[src/rtl/unified_mem_arbiter_pkg.sv]
// Shared types for the unified-memory arbiter: FSM states, port ids, transfer sizes.
package cpu_mem_pkg;
  typedef enum logic [1:0] {IDLE, ISSUE, WAIT, RESP} arb_state_t;
  typedef enum logic {PORT_IF, PORT_D} port_t;

  localparam logic [3:0] XFER_BYTE  = 4'd1;
  localparam logic [3:0] XFER_DWORD = 4'd8;
endpackage

[src/rtl/unified_mem_arbiter_if.sv]
// Bundle of fetch, data and memory-side signals around the unified-memory arbiter.
interface unified_mem_arbiter_if #(
  parameter int ADDR_W = 64,
  parameter int DATA_W = 64
);
  logic              if_req;
  logic [ADDR_W-1:0] if_addr;
  logic              if_gnt;
  logic              if_done;
  logic [DATA_W-1:0] if_rdata;

  logic              d_req;
  logic              d_we;
  logic [ADDR_W-1:0] d_addr;
  logic [DATA_W-1:0] d_wdata;
  logic [3:0]        d_size;
  logic              d_gnt;
  logic              d_done;
  logic [DATA_W-1:0] d_rdata;

  logic              mem_req;
  logic              mem_we;
  logic [ADDR_W-1:0] mem_addr;
  logic [DATA_W-1:0] mem_wdata;
  logic [3:0]        mem_size;
  logic              mem_rvalid;
  logic [DATA_W-1:0] mem_rdata;

  logic              err;

  // slave: the arbiter; master: fetch unit, datapath and memory macro around it
  modport slave (
    input  if_req, if_addr, d_req, d_we, d_addr, d_wdata, d_size, mem_rvalid, mem_rdata,
    output if_gnt, if_done, if_rdata, d_gnt, d_done, d_rdata,
           mem_req, mem_we, mem_addr, mem_wdata, mem_size, err
  );
  modport master (
    output if_req, if_addr, d_req, d_we, d_addr, d_wdata, d_size, mem_rvalid, mem_rdata,
    input  if_gnt, if_done, if_rdata, d_gnt, d_done, d_rdata,
           mem_req, mem_we, mem_addr, mem_wdata, mem_size, err
  );
endinterface

[src/rtl/unified_mem_arbiter_rr_pick2.sv]
// Two-way round-robin pick: on conflict the port that did not win last goes first.
module rr_pick2
  import cpu_mem_pkg::*;
(
  input  logic  req_if_i,
  input  logic  req_d_i,
  input  port_t last_gnt_i,
  output logic  vld_o,
  output port_t owner_o
);
  always_comb begin
    vld_o   = req_if_i | req_d_i;
    owner_o = PORT_IF;
    if (req_if_i && req_d_i) owner_o = (last_gnt_i == PORT_D) ? PORT_IF : PORT_D;
    else if (req_d_i)        owner_o = PORT_D;
  end
endmodule

[src/rtl/unified_mem_arbiter.sv]
// Single-port unified memory shared by fetch and data ports; one transaction at a time,
// round-robin on conflict, bounded wait for the memory response.
module unified_mem_arbiter
  import cpu_mem_pkg::*;
#(
  parameter int ADDR_W   = 64,
  parameter int DATA_W   = 64,
  parameter int WAIT_MAX = 15
) (
  input  logic                  clk,
  input  logic                  reset,
  unified_mem_arbiter_if.slave  bus
);
  localparam logic [7:0] WaitMax = 8'(WAIT_MAX);

  arb_state_t        state_q, state_d;
  port_t             last_gnt_q, last_gnt_d, owner_q, owner_d;
  logic [7:0]        wait_cnt_q, wait_cnt_d;
  logic              if_gnt_q, if_gnt_d, d_gnt_q, d_gnt_d;
  logic              if_done_q, if_done_d, d_done_q, d_done_d, err_q, err_d;
  logic              mem_req_q, mem_req_d, mem_we_q, mem_we_d;
  logic [ADDR_W-1:0] mem_addr_q, mem_addr_d;
  logic [DATA_W-1:0] mem_wdata_q, mem_wdata_d;
  logic [3:0]        mem_size_q, mem_size_d;
  logic [DATA_W-1:0] if_rdata_q, if_rdata_d, d_rdata_q, d_rdata_d;
  logic [DATA_W-1:0] resp_data;
  logic              pick_vld;
  port_t             pick_owner;

  rr_pick2 u_pick (
    .req_if_i   (bus.if_req),
    .req_d_i    (bus.d_req),
    .last_gnt_i (last_gnt_q),
    .vld_o      (pick_vld),
    .owner_o    (pick_owner)
  );

  // A response arriving on the final wait cycle still counts as a real response
  assign resp_data = bus.mem_rvalid ? bus.mem_rdata : '0;

  always_comb begin
    state_d     = state_q;
    last_gnt_d  = last_gnt_q;
    owner_d     = owner_q;
    wait_cnt_d  = wait_cnt_q;
    if_gnt_d    = 1'b0;
    d_gnt_d     = 1'b0;
    if_done_d   = 1'b0;
    d_done_d    = 1'b0;
    err_d       = 1'b0;
    mem_req_d   = 1'b0;
    mem_we_d    = mem_we_q;
    mem_addr_d  = mem_addr_q;
    mem_wdata_d = mem_wdata_q;
    mem_size_d  = mem_size_q;
    if_rdata_d  = if_rdata_q;
    d_rdata_d   = d_rdata_q;
    case (state_q)
      IDLE: if (pick_vld) begin
        state_d   = ISSUE;
        owner_d   = pick_owner;
        mem_req_d = 1'b1;
        if (pick_owner == PORT_IF) begin
          if_gnt_d    = 1'b1;
          mem_we_d    = 1'b0;
          mem_addr_d  = bus.if_addr;
          mem_wdata_d = '0;
          mem_size_d  = XFER_DWORD;
        end else begin
          d_gnt_d     = 1'b1;
          mem_we_d    = bus.d_we;
          mem_addr_d  = bus.d_addr;
          mem_wdata_d = bus.d_wdata;
          mem_size_d  = bus.d_size;
        end
      end
      ISSUE: begin
        state_d    = WAIT;
        wait_cnt_d = '0;
      end
      WAIT: if (bus.mem_rvalid || wait_cnt_q == WaitMax) begin
        state_d    = RESP;
        last_gnt_d = owner_q;
        err_d      = ~bus.mem_rvalid;
        if (owner_q == PORT_IF) begin
          if_done_d  = 1'b1;
          if_rdata_d = resp_data;
        end else begin
          d_done_d  = 1'b1;
          d_rdata_d = resp_data;
        end
      end else begin
        wait_cnt_d = wait_cnt_q + 8'd1;
      end
      RESP:    state_d = IDLE;
      default: state_d = IDLE;
    endcase
  end

  always_ff @(posedge clk or posedge reset) begin
    if (reset) begin
      state_q     <= IDLE;
      last_gnt_q  <= PORT_D;
      owner_q     <= PORT_IF;
      wait_cnt_q  <= '0;
      if_gnt_q    <= 1'b0;
      d_gnt_q     <= 1'b0;
      if_done_q   <= 1'b0;
      d_done_q    <= 1'b0;
      err_q       <= 1'b0;
      mem_req_q   <= 1'b0;
      mem_we_q    <= 1'b0;
      mem_addr_q  <= '0;
      mem_wdata_q <= '0;
      mem_size_q  <= '0;
      if_rdata_q  <= '0;
      d_rdata_q   <= '0;
    end else begin
      state_q     <= state_d;
      last_gnt_q  <= last_gnt_d;
      owner_q     <= owner_d;
      wait_cnt_q  <= wait_cnt_d;
      if_gnt_q    <= if_gnt_d;
      d_gnt_q     <= d_gnt_d;
      if_done_q   <= if_done_d;
      d_done_q    <= d_done_d;
      err_q       <= err_d;
      mem_req_q   <= mem_req_d;
      mem_we_q    <= mem_we_d;
      mem_addr_q  <= mem_addr_d;
      mem_wdata_q <= mem_wdata_d;
      mem_size_q  <= mem_size_d;
      if_rdata_q  <= if_rdata_d;
      d_rdata_q   <= d_rdata_d;
    end
  end

  assign bus.if_gnt    = if_gnt_q;
  assign bus.d_gnt     = d_gnt_q;
  assign bus.if_done   = if_done_q;
  assign bus.d_done    = d_done_q;
  assign bus.err       = err_q;
  assign bus.if_rdata  = if_rdata_q;
  assign bus.d_rdata   = d_rdata_q;
  assign bus.mem_req   = mem_req_q;
  assign bus.mem_we    = mem_we_q;
  assign bus.mem_addr  = mem_addr_q;
  assign bus.mem_wdata = mem_wdata_q;
  assign bus.mem_size  = mem_size_q;
endmodule

[src/flat_wrapper.sv]
// flat-port wrapper written by rule: the top's interface ports become plain ports
module unified_mem_arbiter_flat import cpu_mem_pkg::*;
#(
  parameter int ADDR_W   = 64,
  parameter int DATA_W   = 64,
  parameter int WAIT_MAX = 15
)
  (clk, reset, bus_if_req, bus_if_addr, bus_d_req, bus_d_we, bus_d_addr, bus_d_wdata, bus_d_size, bus_mem_rvalid, bus_mem_rdata, bus_if_gnt, bus_if_done, bus_if_rdata, bus_d_gnt, bus_d_done, bus_d_rdata, bus_mem_req, bus_mem_we, bus_mem_addr, bus_mem_wdata, bus_mem_size, bus_err);
  unified_mem_arbiter_if #(.ADDR_W(ADDR_W), .DATA_W(DATA_W)) bus_i ();
  input  logic clk;
  input  logic reset;
  input wire logic [$bits(bus_i.if_req)-1:0] bus_if_req;
  input wire logic [$bits(bus_i.if_addr)-1:0] bus_if_addr;
  input wire logic [$bits(bus_i.d_req)-1:0] bus_d_req;
  input wire logic [$bits(bus_i.d_we)-1:0] bus_d_we;
  input wire logic [$bits(bus_i.d_addr)-1:0] bus_d_addr;
  input wire logic [$bits(bus_i.d_wdata)-1:0] bus_d_wdata;
  input wire logic [$bits(bus_i.d_size)-1:0] bus_d_size;
  input wire logic [$bits(bus_i.mem_rvalid)-1:0] bus_mem_rvalid;
  input wire logic [$bits(bus_i.mem_rdata)-1:0] bus_mem_rdata;
  output wire logic [$bits(bus_i.if_gnt)-1:0] bus_if_gnt;
  output wire logic [$bits(bus_i.if_done)-1:0] bus_if_done;
  output wire logic [$bits(bus_i.if_rdata)-1:0] bus_if_rdata;
  output wire logic [$bits(bus_i.d_gnt)-1:0] bus_d_gnt;
  output wire logic [$bits(bus_i.d_done)-1:0] bus_d_done;
  output wire logic [$bits(bus_i.d_rdata)-1:0] bus_d_rdata;
  output wire logic [$bits(bus_i.mem_req)-1:0] bus_mem_req;
  output wire logic [$bits(bus_i.mem_we)-1:0] bus_mem_we;
  output wire logic [$bits(bus_i.mem_addr)-1:0] bus_mem_addr;
  output wire logic [$bits(bus_i.mem_wdata)-1:0] bus_mem_wdata;
  output wire logic [$bits(bus_i.mem_size)-1:0] bus_mem_size;
  output wire logic [$bits(bus_i.err)-1:0] bus_err;
  assign bus_i.if_req = bus_if_req;
  assign bus_i.if_addr = bus_if_addr;
  assign bus_i.d_req = bus_d_req;
  assign bus_i.d_we = bus_d_we;
  assign bus_i.d_addr = bus_d_addr;
  assign bus_i.d_wdata = bus_d_wdata;
  assign bus_i.d_size = bus_d_size;
  assign bus_i.mem_rvalid = bus_mem_rvalid;
  assign bus_i.mem_rdata = bus_mem_rdata;
  assign bus_if_gnt = bus_i.if_gnt;
  assign bus_if_done = bus_i.if_done;
  assign bus_if_rdata = bus_i.if_rdata;
  assign bus_d_gnt = bus_i.d_gnt;
  assign bus_d_done = bus_i.d_done;
  assign bus_d_rdata = bus_i.d_rdata;
  assign bus_mem_req = bus_i.mem_req;
  assign bus_mem_we = bus_i.mem_we;
  assign bus_mem_addr = bus_i.mem_addr;
  assign bus_mem_wdata = bus_i.mem_wdata;
  assign bus_mem_size = bus_i.mem_size;
  assign bus_err = bus_i.err;
  unified_mem_arbiter #(.ADDR_W(ADDR_W), .DATA_W(DATA_W), .WAIT_MAX(WAIT_MAX)) u_core (.clk(clk), .reset(reset), .bus(bus_i));
endmodule
[config.mk]
export PLATFORM = sky130hd
export DESIGN_NAME = unified_mem_arbiter_flat
export DESIGN_NICKNAME = d
export VERILOG_FILES = /design/src/rtl/unified_mem_arbiter_pkg.sv /design/src/rtl/unified_mem_arbiter_if.sv /design/src/rtl/unified_mem_arbiter_rr_pick2.sv /design/src/rtl/unified_mem_arbiter.sv /design/src/flat_wrapper.sv
export SDC_FILE = /design/constraint.sdc
export NUM_CORES = 1
export LEC_CHECK = 0
export BUFFER_PORTS_ARGS = -buffer_cell sky130_fd_sc_hd__buf_2
export CORE_AREA = 2 2 209 211
export DETAILED_ROUTE_END_ITERATION = 16
export DIE_AREA = 0 0 211 213
export PLACE_DENSITY = 0.57
export SLEW_MARGIN = 20
export SYNTH_ARGS = -nofsm -noshare
export SYNTH_HDL_FRONTEND = slang
export SYNTH_SLANG_ARGS = --single-unit
[constraint.sdc]
create_clock -name clk -period 23.9 [get_ports clk]
set_input_delay 2.39 -clock clk [delete_from_list [all_inputs] [get_ports clk]]
set_output_delay 2.39 -clock clk [all_outputs]
set_load 0.02 [all_outputs]
==> results summary <==
The number of buffers added by the clock tree synthesis step came out at 34. The area of the mapped netlist came out at 10600 µm². Relative to the synthesized area, the layout overhead comes to 40.1%.

The repair_antennas step left the layout with diodes totalling 0. The final sum of negative setup slack came out at 0 ns. The post-CTS setup-driven buffer insertion count is 0. The fraction of power consumed by sequential logic came out at 35.8%. The sequential fraction of the synthesis area came out at 66.0%. The maximum clock insertion buffer count is 3. The flow ran to the end, and the final reports show no timing, DRC or antenna violations.

The worst supply voltage drop on vdd came out at 0.0000610 V. The number of maximum-capacitance violations came out at 0. The switching power came out at 0.928 mW. The minimum setup slack in the final design is 19.89 ns. The worst-case headroom to the max-slew limit came out at 26.7%. The number of placement rows came out at 76. After layout, the minimum clock period comes to 4.01 ns. The top fanout value on the critical path is 81.

The design internal power came out at 1.36 mW. The floorplan step defined a die boundary enclosing 44900 µm². The routed design has 35400 µm of wire.

Setup violations remaining at the end of the flow were counted as 0. The number of storage elements in the synthesis netlist is 279. The clock network burns 22.6% of the power. The initial core utilization is 24.8%.

The count of port buffers added during placement came out at 532. The library cells used most frequently in the layout, excluding fill and tap cells, are sky130_fd_sc_hd__buf_2, sky130_fd_sc_hd__dfrtp_1, sky130_fd_sc_hd__a32o_1, sky130_fd_sc_hd__inv_1, sky130_fd_sc_hd__a22o_1. The net count of the mapped netlist came out at 1031. The post-synthesis async set-or-reset flop share is 100%. The aggregate global-route resource usage came out at 14.7%.

After clock tree synthesis, the clock-pin slew on the worst setup and hold paths is 0.06 ns. Cells fill 34.7% of the core in the end. The number of synthesized flops with an enable pin came out at 0. Based on the critical path, the design can be clocked at up to 0.249 GHz. The leakage dissipation is 7.80 nW. STA classifies the critical path endpoint as a register. The number of clock sinks came out at 279. The count of nets left with antenna violations once routing finished came out at 0. In this run the power density over the cells is 154 nW/µm². The post-cts repair resize count came out at 0. The detailed-route via count is 9068. The global-route wire length before repair came out at 51700 µm.

The final HPWL from detailed placement is 24000 µm. The via count of the first global-routing pass is 8928. The worst setup path is launched from an input port. The average footprint of a synthesized cell came out at 13.9 µm². The later pin in the worst-skew pair is clocked with a latency of 0.51 ns.

The post-route clock period utilization came out at 16.8%. Pin placement for this block handled 533 I/O pins. In the routed layout, each cell is associated on average with a via count of 4.96.

In this run the worst hold path is classified as register to register. Once layout is done, the placed cells without fillers occupy 14800 µm². The critical path in this run is classified as input port to register. The final-stage net count came out at 1530. The total DRC errors in the routed layout is 0.

The number of distinct library cells after synthesis is 41. The yosys synthesis warning count is 0. Entering global routing, the biggest net connects 166 pins. The ratio of cells with drive above 1 in the final layout is 47.5%. The most frequent standard cell in the layout excluding fill and tap cells is sky130_fd_sc_hd__buf_2.

The number of hold buffers added after CTS was 0. The synthesized instance count is 761. The clock tree from TritonCTS is yes.

Timing analysis after detailed placement gives a worst setup slack of 19.40 ns. The number of antenna violations at the first check in global routing is 0. The number of pins with negative max-slew slack in the final report is 0. Once placement finished, the instance area stood at 13700 µm². The total count of hold-check failures in the final report came out at 0. In this run the standard cell core region covers 42700 µm².

The arrival time at the worst endpoint came out at 4.45 ns. The largest clock skew in the final design is 0.0150 ns. The slew at the pin closest to its max-slew limit came out at 1.10 ns. The maximum level of the CTS H-tree came out at 2. The required time reported for the critical path endpoint is 24.34 ns. The number of detailed-routing iterations run before antenna repair is 8. For this block, the initial DRC count from the detailed router was 828. At the end of routability-driven placement, the weighted congestion stood at 0.781.

The die boundary height came out at 213 µm. The power share of the combinational group came out at 41.6%. CTS placed an instance of sky130_fd_sc_hd__clkbuf_16 at the clock tree root. In this run the horizontal extent of the chip is 211 µm. Setup repair after global routing left no endpoint under its margin. The switching power share of the total is 40.6%.

The residual overflow from global routing is 0. Dividing the detail-routed wire length by the instance count gives 19.4 µm. Among all flip-flop cells after synthesis, the most frequent one is sky130_fd_sc_hd__dfrtp_1.
[final timing paths]
| check | from | end | slack [ns] | cells after the start |
|---|---|---|---|---|
| max in group asynchronous | reset | u_core.bus.d_rdata[0] | 20.41 | 3 |
| setup / recovery | bus_if_req | u_core.bus.mem_addr[30] | 19.89 | 7 |
| min in group asynchronous | reset | u_core.bus.mem_wdata[7] | 1.99 | 2 |
| hold / removal | u_core.bus.mem_addr[40] | u_core.bus.mem_addr[40] | 0.48 | 2 |
| hold reg to reg | u_core.bus.mem_addr[40] | u_core.bus.mem_addr[40] | 0.48 | 2 |
| setup reg to reg | u_core.state_q[0] | u_core.bus.mem_addr[30] | 21.15 | 7 |
[synth_stat cells, types with 2 or more instances]
cell / number / area, µm²
sky130_fd_sc_hd__dfrtp_1: 278 / 6960
sky130_fd_sc_hd__a32o_1: 121 / 1210
sky130_fd_sc_hd__inv_1: 74 / 278
sky130_fd_sc_hd__a22o_1: 68 / 596
sky130_fd_sc_hd__a222oi_1: 64 / 641
sky130_fd_sc_hd__clkbuf_1: 58 / 218
sky130_fd_sc_hd__nand2_1: 17 / 63.8
sky130_fd_sc_hd__nand3_1: 10 / 50.1
sky130_fd_sc_hd__buf_1: 9 / 33.8
sky130_fd_sc_hd__o2bb2ai_1: 7 / 61.3
sky130_fd_sc_hd__buf_6: 6 / 67.6
sky130_fd_sc_hd__buf_4: 5 / 37.5
sky130_fd_sc_hd__nand2b_1: 5 / 31.3
sky130_fd_sc_hd__ha_1: 4 / 50.1
sky130_fd_sc_hd__nor2_1: 3 / 11.3
sky130_fd_sc_hd__o21ai_0: 3 / 15.0
sky130_fd_sc_hd__buf_2: 2 / 10.0
sky130_fd_sc_hd__mux2i_1: 2 / 20.0
sky130_fd_sc_hd__o22a_1: 2 / 17.5
sky130_fd_sc_hd__o311ai_0: 2 / 17.5
[layer usage]
| metal | GRT usage (%) | wire length [µm] | vias to the layer above |
|---|---|---|---|
| met5 | 0 | 0 | - |
| met3 | 3.24 | 2310 | 76 |
| met4 | 6.12 | 1230 | 0 |
| met2 | 23.9 | 17700 | 403 |
| li1 | - | - | 3999 |
| met1 | 18.9 | 14200 | 4590 |
[power by group through the flow]
stage	logic [mW]	clock network, mW	registers (mW)
finish	0.951	0.515	0.818
global route	1.02	0.553	0.843
CTS	0.963	0.533	0.817
detailed placement	0.963	0	0.820
global placement	0.949	0	0.818
floorplan	0.358	0	1.06
[final cells by class]
class / instances / area [µm²]
inverter: 75 / 292
multi-input combinational: 327 / 2980
clock buffer: 51 / 1020
fill: 4340 / 27900
tap: 546 / 683
timing repair buffer: 543 / 2760
clock inverter: 8 / 110
sequential: 279 / 6980
[logic make-up (layout without fill, tap and decap cells)]
logic type	Yosys count	count (layout)	synth area share [%]
DFF	279	279	66.0
AOI/OAI and AO/OA	278	278	25.1
muxes	3	3	0.296
buffers and inverters	155	677	6.13
adders and majority gates	4	4	0.473
and+or+nand+nor	42	42	2.02
[registers in the layout, summed over array words and instances, names as in the netlist]
name,cells
u_core.bus.if_rdata,64
u_core.last_gnt_q,1
u_core.bus.mem_req,1
u_core.bus.if_done,1
u_core.bus.mem_size,4
u_core.bus.mem_we,1
u_core.bus.err,1
u_core.bus.d_rdata,64
u_core.bus.d_gnt,1
u_core.state_q,2
u_core.bus.d_done,1
u_core.bus.mem_addr,64
u_core.wait_cnt_q,8
u_core.bus.if_gnt,1
u_core.bus.mem_wdata,64
u_core.owner_q,1
[per-stage QoR]
stage	hold slack, ns	std cells	total power, mW
5_1_grt	0.493	1829	2.41
6_report	0.481	1829	2.28
2_1_floorplan	0.470	761	1.42
3_5_place_dp	0.472	1770	1.78
3_3_place_gp	0.466	1770	1.77
4_1_cts	0.488	1829	2.31
[critical path, stage by stage]
cell and delay, ns:
sky130_fd_sc_hd__buf_2 0.13, sky130_fd_sc_hd__nand2_1 0.06, sky130_fd_sc_hd__nand3_1 0.16, sky130_fd_sc_hd__inv_4 0.45
sky130_fd_sc_hd__buf_4 0.74, sky130_fd_sc_hd__a222oi_1 0.25, sky130_fd_sc_hd__inv_1 0.11
(Power assumes the default switching activity.)
